<file path="src/rtl/xcore_fifo_syn_ext_pkg.sv">
// rtl/xcore_fifo_syn_ext_pkg.sv - shared reset-value constants for the xcore FIFO.
// XCORE_FIFO_PARITY_EN is left undefined by default; define it at build time to enable entry parity.
package xcore_fifo_syn_ext_pkg;

  localparam logic RST_EMPTY  = 1'b1;
  localparam logic RST_FULL   = 1'b0;
  localparam logic RST_AEMPTY = 1'b1;
  localparam logic RST_AFULL  = 1'b0;
  localparam logic RST_VALID  = 1'b0;
  localparam logic RST_ERR    = 1'b0;

endpackage

</file>
<file path="src/rtl/xcore_fifo_syn_ext_mem.sv">
// rtl/xcore_fifo_syn_ext_mem.sv - 1W1R register array, synchronous write, asynchronous read.
module xcore_fifo_mem #(
  parameter int WIDTH = 32,
  parameter int DEPTH = 64,
  parameter int AW    = $clog2(DEPTH)
) (
  input  logic             clk,
  input  logic             wen,
  input  logic [AW-1:0]    waddr,
  input  logic [WIDTH-1:0] wdata,
  input  logic [AW-1:0]    raddr,
  output logic [WIDTH-1:0] rdata
);

  logic [WIDTH-1:0] mem_q [DEPTH];

  always_ff @(posedge clk) begin
    if (wen) mem_q[waddr] <= wdata;
  end

  assign rdata = mem_q[raddr];

endmodule

</file>
<file path="src/rtl/xcore_fifo_syn_ext.sv">
// rtl/xcore_fifo_syn_ext.sv - parametrised single-clock FIFO, any depth, registered or FWFT read.
// Optional entry parity checking is enabled by defining XCORE_FIFO_PARITY_EN.
module xcore_fifo_syn_ext
  import xcore_fifo_syn_ext_pkg::*;
#(
  parameter int FIFO_WIDTH    = 32,
  parameter int FIFO_DEPTH    = 64,
  parameter int AFULL_THRESH  = FIFO_DEPTH - 4,
  parameter int AEMPTY_THRESH = 4,
  parameter int FWFT          = 0,
  localparam int FIFO_PTR     = $clog2(FIFO_DEPTH)
) (
  input  logic                  i_sys_clk,
  input  logic                  i_sys_rst,
  input  logic                  i_flush,
  input  logic                  i_clr_err,
  input  logic [FIFO_WIDTH-1:0] i_data,
  input  logic                  i_write_en,
  input  logic                  i_read_en,
  output logic [FIFO_WIDTH-1:0] o_data,
  output logic                  o_data_valid,
  output logic                  o_fifo_empty,
  output logic                  o_fifo_full,
  output logic                  o_almost_empty,
  output logic                  o_almost_full,
  output logic [FIFO_PTR:0]     o_data_avail,
  output logic [FIFO_PTR:0]     o_room_avail,
  output logic                  o_overflow,
  output logic                  o_underflow,
  output logic                  o_parity_err
);

`ifdef XCORE_FIFO_PARITY_EN
  localparam int MEM_W = FIFO_WIDTH + 1;
`else
  localparam int MEM_W = FIFO_WIDTH;
`endif
  localparam int CW = FIFO_PTR + 1;
  localparam logic [FIFO_PTR-1:0] LAST_PTR = FIFO_PTR'(FIFO_DEPTH - 1);
  localparam logic [CW-1:0] DEPTH_C  = CW'(FIFO_DEPTH);
  localparam logic [CW-1:0] AFULL_C  = CW'(AFULL_THRESH);
  localparam logic [CW-1:0] AEMPTY_C = CW'(AEMPTY_THRESH);

  logic [FIFO_PTR-1:0]   wr_ptr_q, wr_ptr_d, rd_ptr_q, rd_ptr_d;
  logic [CW-1:0]         count_q, count_d, room_q;
  logic                  empty_q, full_q, aempty_q, afull_q;
  logic                  ovf_q, ovf_d, unf_q, unf_d;
  logic [FIFO_WIDTH-1:0] data_q, data_d;
  logic                  valid_q;
  logic                  wr_acc, rd_acc;
  logic [MEM_W-1:0]      mem_wdata, mem_rdata;

  function automatic logic [FIFO_PTR-1:0] ptr_inc(input logic [FIFO_PTR-1:0] p);
    return (p == LAST_PTR) ? '0 : p + 1'b1;
  endfunction

  // Flush masks both requests so a same-cycle write never lands in memory.
  assign wr_acc = i_write_en & ~full_q & ~i_flush;
  assign rd_acc = i_read_en & ~empty_q & ~i_flush;

  always_comb begin
    wr_ptr_d = wr_ptr_q;
    rd_ptr_d = rd_ptr_q;
    count_d  = count_q;
    if (i_flush) begin
      wr_ptr_d = '0;
      rd_ptr_d = '0;
      count_d  = '0;
    end else begin
      if (wr_acc) wr_ptr_d = ptr_inc(wr_ptr_q);
      if (rd_acc) rd_ptr_d = ptr_inc(rd_ptr_q);
      count_d = count_q + CW'(wr_acc) - CW'(rd_acc);
    end
    ovf_d  = (i_write_en & full_q & ~i_flush) | (ovf_q & ~i_clr_err);
    unf_d  = (i_read_en & empty_q & ~i_flush) | (unf_q & ~i_clr_err);
    data_d = rd_acc ? mem_rdata[FIFO_WIDTH-1:0] : data_q;
  end

  always_ff @(posedge i_sys_clk or negedge i_sys_rst) begin
    if (!i_sys_rst) begin
      wr_ptr_q <= '0;
      rd_ptr_q <= '0;
      count_q  <= '0;
      room_q   <= DEPTH_C;
      empty_q  <= RST_EMPTY;
      full_q   <= RST_FULL;
      aempty_q <= RST_AEMPTY;
      afull_q  <= RST_AFULL;
      ovf_q    <= RST_ERR;
      unf_q    <= RST_ERR;
      data_q   <= '0;
      valid_q  <= RST_VALID;
    end else begin
      wr_ptr_q <= wr_ptr_d;
      rd_ptr_q <= rd_ptr_d;
      count_q  <= count_d;
      room_q   <= DEPTH_C - count_d;
      empty_q  <= (count_d == '0);
      full_q   <= (count_d == DEPTH_C);
      aempty_q <= (count_d <= AEMPTY_C);
      afull_q  <= (count_d >= AFULL_C);
      ovf_q    <= ovf_d;
      unf_q    <= unf_d;
      data_q   <= data_d;
      valid_q  <= rd_acc;
    end
  end

`ifdef XCORE_FIFO_PARITY_EN
  logic parity_err_q;
  assign mem_wdata = {^i_data, i_data};
  // Even parity over data plus stored bit must reduce to zero on a clean entry.
  always_ff @(posedge i_sys_clk or negedge i_sys_rst) begin
    if (!i_sys_rst) parity_err_q <= RST_ERR;
    else            parity_err_q <= (rd_acc & (^mem_rdata)) | (parity_err_q & ~i_clr_err);
  end
  assign o_parity_err = parity_err_q;
`else
  assign mem_wdata    = i_data;
  assign o_parity_err = 1'b0;
`endif

  xcore_fifo_mem #(.WIDTH(MEM_W), .DEPTH(FIFO_DEPTH), .AW(FIFO_PTR)) u_mem (
    .clk   (i_sys_clk),
    .wen   (wr_acc),
    .waddr (wr_ptr_q),
    .wdata (mem_wdata),
    .raddr (rd_ptr_q),
    .rdata (mem_rdata)
  );

  generate
    if (FWFT != 0) begin : g_fwft
      assign o_data       = mem_rdata[FIFO_WIDTH-1:0];
      assign o_data_valid = ~empty_q;
    end else begin : g_reg
      assign o_data       = data_q;
      assign o_data_valid = valid_q;
    end
  endgenerate

  assign o_fifo_empty   = empty_q;
  assign o_fifo_full    = full_q;
  assign o_almost_empty = aempty_q;
  assign o_almost_full  = afull_q;
  assign o_data_avail   = count_q;
  assign o_room_avail   = room_q;
  assign o_overflow     = ovf_q;
  assign o_underflow    = unf_q;

endmodule
</file>
<file path="config.mk">
export PLATFORM = sky130hd
export DESIGN_NAME = xcore_fifo_syn_ext
export DESIGN_NICKNAME = d
export VERILOG_FILES = /design/src/rtl/xcore_fifo_syn_ext_pkg.sv /design/src/rtl/xcore_fifo_syn_ext_mem.sv /design/src/rtl/xcore_fifo_syn_ext.sv
export SDC_FILE = /design/constraint.sdc
export NUM_CORES = 2
export LEC_CHECK = 0
export CORE_MARGIN = 5
export CORE_UTILIZATION = 55
export DETAILED_ROUTE_END_ITERATION = 8
export HOLD_SLACK_MARGIN = 0.12
export PLACE_DENSITY = 0.71
export SLEW_MARGIN = 15
export SYNTH_ARGS = -nofsm -noshare
export SYNTH_HDL_FRONTEND = slang
export SYNTH_SLANG_ARGS = --single-unit
</file>
<file path="constraint.sdc">
create_clock -name i_sys_clk -period 6.7 [get_ports i_sys_clk]
set_input_delay 1.005 -clock i_sys_clk [delete_from_list [all_inputs] [get_ports i_sys_clk]]
set_output_delay 1.005 -clock i_sys_clk [all_outputs]
set_load 0.05 [all_outputs]
</file>
# Word level (Yosys, flattened, before mapping)
# Memory sizes are Yosys's and may differ from the RTL's. A register that Yosys moved wholly into a read port is not among the register bits.
# Cells that the tools add are included.
# totals
regBits	33
mem_bits_rw	2048
in_bits	38
out_inout_bits	54
word_cells	51
memories	1
# mem_list
memory	words	width	rd	rd_ports_with_merged_regs	wr	line_no	source
u_mem.mem_q	64	32	1	1	1	xcore_fifo_syn_ext_mem.sv:15	logic [WIDTH-1:0] mem_q [DEPTH];
# op_classes
add_sub_neg	5
order_cmp	2
eq_ne	3
mux	9
n_bitwise	16
n_reduce_logical	4
# ops
operator	count
6-bit two-way mux	6
6-bit by 1-bit adder with 6-bit output, second input constant	2
6-bit == test, second input constant	2
1-bit AND	10
7-bit by 1-bit adder with 7-bit output	1
7-bit == test, second input constant	1
7-bit by 6-bit >= comparator with 1-bit output, second input constant	1
7-bit by 3-bit less-or-equal comparator with 1-bit output, second input constant	1
7-bit logical NOT	1
7-bit two-way mux	1
7-bit by 1-bit subtractor with 7-bit output	1
7-bit subtractor, first input constant	1
1-bit NOT	4
2-bit nonzero test	2
1-bit two-way mux	2
1-bit OR	2
1-bit logical NOT	1

# Depth between registers and ports, before layout
# logic_depth
depth_word	7
depth_mapped	17

# Modules after synthesis
# Synthesis repeated with hierarchy kept, for this count alone.
# unflattened
cells_unflattened	3524
hier_area_um2	80747.4
# by_module_without_submodules
mod	instances	cells_per_inst	area_each_um2	seq_area_each_um2
xcore_fifo_mem	1	3292	77874.7	61499.0
xcore_fifo_syn_ext	1	232	2872.8	1605.3

# Least setup slack after synthesis
# No wires, ideal clock.
# synth_timing
path_kind	in2reg
from	input port i_flush
to	register room_q[6] (netlist: o_room_avail[6])
setup_ns	0.086
arrival_ns	3.924
path_slack_ns	2.689
stages	17
cell_sequence	buf_4 buf_2 clkbuf_1 clkbuf_1 nor2_1 ha_1 inv_1 ha_1 inv_1 fa_1 nor2_1 inv_1 ha_1 inv_1 a311oi_1 nand4b_1 xnor2_1
# synth_via
elab_cells_between_ends	7
# synth_lines
element	line_no	source
start, declared	xcore_fifo_syn_ext.sv:15	input logic i_flush,
1-bit NOT	xcore_fifo_syn_ext.sv:59	assign rd_acc = i_read_en & ~empty_q & ~i_flush;
1-bit AND	xcore_fifo_syn_ext.sv:59	
net rd_acc	xcore_fifo_syn_ext.sv:50	logic wr_acc, rd_acc;
7-bit by 1-bit subtractor with 7-bit output	xcore_fifo_syn_ext.sv:72	count_d = count_q + CW'(wr_acc) - CW'(rd_acc);
7-bit two-way mux	xcore_fifo_syn_ext.sv:65	if (i_flush) begin
net count_d[1]	xcore_fifo_syn_ext.sv:45	logic [CW-1:0] count_q, count_d, room_q;
7-bit subtractor	xcore_fifo_syn_ext.sv:97	room_q <= DEPTH_C - count_d;
end signal, assigned	xcore_fifo_syn_ext.sv:97	
end, declared	xcore_fifo_syn_ext.sv:45	
# The timed path passes the listed nets, and every way through them passes these cells.
# A chain may end at the register's enable or synchronous reset.

# Worst setup path after layout
# layout_timing
from	input port i_write_en
to	memory u_mem.mem_q[19][29], enable pin
# layout_via
elab_chain_cells	4
# layout_rtl
element	line_no	source
start, declared	xcore_fifo_syn_ext.sv:18	input logic i_write_en,
1-bit AND (2 in a row)	xcore_fifo_syn_ext.sv:58	assign wr_acc = i_write_en & ~full_q & ~i_flush;
1-bit two-way mux	xcore_fifo_syn_ext_mem.sv:18	if (wen) mem_q[waddr] <= wdata;
1-bit two-way mux (not written as such)	xcore_fifo_syn_ext_mem.sv:18	
end, declared	xcore_fifo_syn_ext_mem.sv:15	
# Every way passes these cells.

==> summary.md <==
| Metric | Value |
|---|---|
| Number of global-route vias before repair | 39840 |
| Number of buffers created by CTS | 200 |
| Worst min-delay path class | input port to async pin |
| CP Data Required Time | 7.12 ns |
| Async S/R FF share, synth | 3.030% |
| Worst Path Arrival | 4.46 ns |
| Slew margin rel. | 10.64% |
| Clk Latency, worst-skew pair | 0.81 ns |
| Fin worst setup slack | 2.658 ns |
| Initial cell density of the core | 55.19% |
| Status | complete, no violations |
| Max Cap Viol | 0 |
| Ys flop type | edfxtp_1 |
| Die ar. | 0.1556 sq mm |
| Final Skew | 0.03057 ns |
| VDD IR max | 0.2940 mV |
| Overall routing resource usage | 28.05% |
| Slew @ Worst Pin | 1.340 ns |
| Drt first pass iters | 6 |
| Final hold violations | 0 |
| Max-slew violations | 0 |
| Clock power share | 37.3% |
| RSZ-0062 raised after global routing | false |
| Leakage | 27.48 nW |
| Post-synth top area share | 75.64% |
| DR WL/cell | 35.11 um |
| # DRC | 0 |
| Clk buf depth | 3 |
| Dpl ws | 1.896 ns |
| Sequential area share after synthesis | 77.61% |
| Core outline area | 0.1473 sq mm |
| Final GP Congestion | 0.9672 |
| DP HPWL | 128.0 mm |
| # IOs | 92 |
| Worst-path clk slew | 0.06 ns |
| Root Buffer | clkbuf_16 |
| Buffers on Ports | 90 |
| First-pass GRT wire length | 307.2 mm |
| Power per cell area | 320.4 mW/mm^2 |
| Die width | 394.5 um |
| Initial antenna violation count | 12 |
| Combinational power share | 11.6% |
| Vias after detailed routing | 41710 |
| FP Rows | 141 |
| Period utilisation layout | 60.32% |
| Fin crit period | 4.042 ns |
| Routed vias/inst | 6.660 |
| Pint | 0.02199 W |
| Fmax | 247.4 MHz |
| NetSw | 0.007145 W |
| NumNets Final | 4213 |
| CTS tree | built |
| Ranking of synthesized cells by area | edfxtp_1 76%, mux4_2 8.9%, mux2i_1 5.5% |
| Syn-to-layout area delta | 11.84% |
| Number of routed nets with antenna violations | 0 |
| Largest area contributor in the netlist | edfxtp_1 |
| Setup violations, final | 0 |
| Core Util, Final | 61.73% |
| CTS sink cnt | 2112 |
| Ys Warns | 0 |
| Sw Share | 24.52% |
| Cells after Synth | 4017 |
| Post-Syn Area | 0.08131 sq mm |
| Syn avg cell area | 20.24 sq um |
| DRT iter0 DRCs | 6430 |
| Largest net degree at the start of global routing | 102 |
| CTS-repair resized insts | 0 |
| Power Total | 0.02914 W |
| Die height | 394.5 um |
| Reg power frac | 51.1% |
| Layout cell share with drive strength beyond 1 | 18.53% |
| Setup CP Type | input port to register |
| Crit-path max FO | 32 |
| Gr ovfl total | 0 |
| Post-CTS Repair Setup Buffers | 0 |
| # H-tree levels | 4 |
| Synthesized flop and latch total | 2112 |
| Synthesized Nets | 4066 |
| Critical path startpoint category | input port |
| Setup TNS Final | 0 ns |
| Netlist cell types | 59 |
| CTS hold repair buffers | 0 |
| CP endpoint kind | register |
| WL final | 219.8 mm |
| EDFF count, synth | 2048 |
| Hold Slack | 0.3084 ns |
power by group through the flow:
stage,combinational (W),sequential [W],clock [W]
2_1_floorplan,0.00183,0.0153,0
4_1_cts,0.00339,0.0149,0.0109
6_report,0.00338,0.0149,0.0109
3_3_place_gp,0.00333,0.0152,0
5_1_grt,0.00354,0.0149,0.0115
3_5_place_dp,0.00337,0.0152,0
final cells by class:
cell class | count | area (sq um)
Tap cell | 1930 | 2415
Sequential cell | 2112 | 63120
Inverter | 17 | 63.81
Clock buffer | 255 | 5328
Clock inverter | 112 | 903.4
Antenna cell | 3 | 7.507
Fill cell | 9983 | 56380
Timing Repair Buffer | 178 | 1556
Multi-Input combinational cell | 1655 | 17540
cells in the mapped netlist, drive strengths merged (17+ instances only):
| master | number |
|---|---|
| a21oi | 37 |
| a221oi | 32 |
| a22o | 32 |
| a22oi | 128 |
| buf | 142 |
| clkbuf | 91 |
| dfrtp | 61 |
| edfxtp | 2048 |
| inv | 17 |
| mux2i | 449 |
| mux4 | 320 |
| nand2 | 80 |
| nand3 | 77 |
| nand4 | 34 |
| nor2 | 176 |
| nor4b | 32 |
| o21ai | 72 |
| o21bai | 32 |
| o22ai | 66 |
routing by layer:
layer	share of wire, %	track usage [%]	vias up
met5	0.0059	0	-
met3	12	7.617	428
met4	4.8	11.67	2
met2	45	41.33	2621
li1	-	-	16860
met1	38	40.32	21800
worst max-delay path: stages:
cell and delay, ns:
clkdlybuf4s50_1 0.60, nor3b_2 0.41, inv_1 0.21, nor2_1 0.26, nand3_2 0.79, nor2_4 1.15
final timing paths:
| check | from | slack (ns) | cells after the start | endpoint |
|---|---|---|---|---|
| worst min-delay path | i_sys_rst | 0.31 | 1 | o_data[22]$_DFFE_PN0P_ |
| max in group asynchronous | i_sys_rst | 5.53 | 1 | rd_ptr_q[2]$_DFFE_PN0P_ |
| min in group i_sys_clk | o_overflow$_DFF_PN0_ | 0.50 | 1 | o_overflow$_DFF_PN0_ |
| worst max register to register | rd_ptr_q[1]$_DFFE_PN0P_ | 2.70 | 6 | o_data[12]$_DFFE_PN0P_ |
| worst min register to register | o_overflow$_DFF_PN0_ | 0.50 | 1 | o_overflow$_DFF_PN0_ |
| worst max-delay path | i_write_en | 2.66 | 6 | u_mem.mem_q[19][29]$_DFFE_PP_ |
state kept, by name, summed over array words and instances, names as in the netlist:
name and cells:
o_almost_empty 1, o_data 32, o_room_avail 7, o_fifo_empty 1
o_almost_full 1, o_fifo_full 1, o_data_valid 1, o_overflow 1
wr_ptr_q 6, o_underflow 1, u_mem.mem_q 2048, o_data_avail 6
rd_ptr_q 6
kinds of logic (layout without fill, tap and decap cells):
family                     after synthesis  count (layout)  synth area share, %
and+or+nand+nor                        448             448                2.693
buffers and inverters                  250             562                1.480
muxes                                  769             769                14.39
AOI/OAI and AO/OA                      416             416                3.532
DFF                                   2112            2112                77.61
other                                    1               4             0.004612
adders and majority gates               11              11               0.1785
xor gates and xnor gates                10              10               0.1077
per-stage QoR:
stage | cell area, sq um | cells
CTS | 90930 | 6259
finish | 90930 | 6262
floorplan | 81310 | 4017
global route | 90930 | 6259
detailed placement | 84700 | 5892
global placement | 84700 | 5892
layout by cell type, fill, tap and decap left out, types with 5 or more instances in the layout:
master / n
a21oi_1: 37
or3_1: 5
nor4b_1: 31
clkinv_1: 50
bufinv_16: 13
xor2_1: 6
clkinv_2: 32
buf_2: 13
nand2_1: 80
inv_1: 17
o22ai_1: 66
nor2_4: 66
inv_6: 7
buf_12: 9
clkdlybuf4s50_1: 56
ha_1: 10
a221oi_1: 32
o21ai_0: 72
clkbuf_16: 205
mux4_2: 320
clkbuf_1: 49
edfxtp_1: 2048
nor2b_1: 8
nand4_1: 34
dfrtp_1: 58
nand3_1: 75
a22o_1: 32
o21bai_1: 32
nor2_1: 110
buf_4: 100
mux2i_1: 449
a22oi_1: 128
clkinvlp_4: 5
Note: power is estimated with default switching activity, not from simulation.
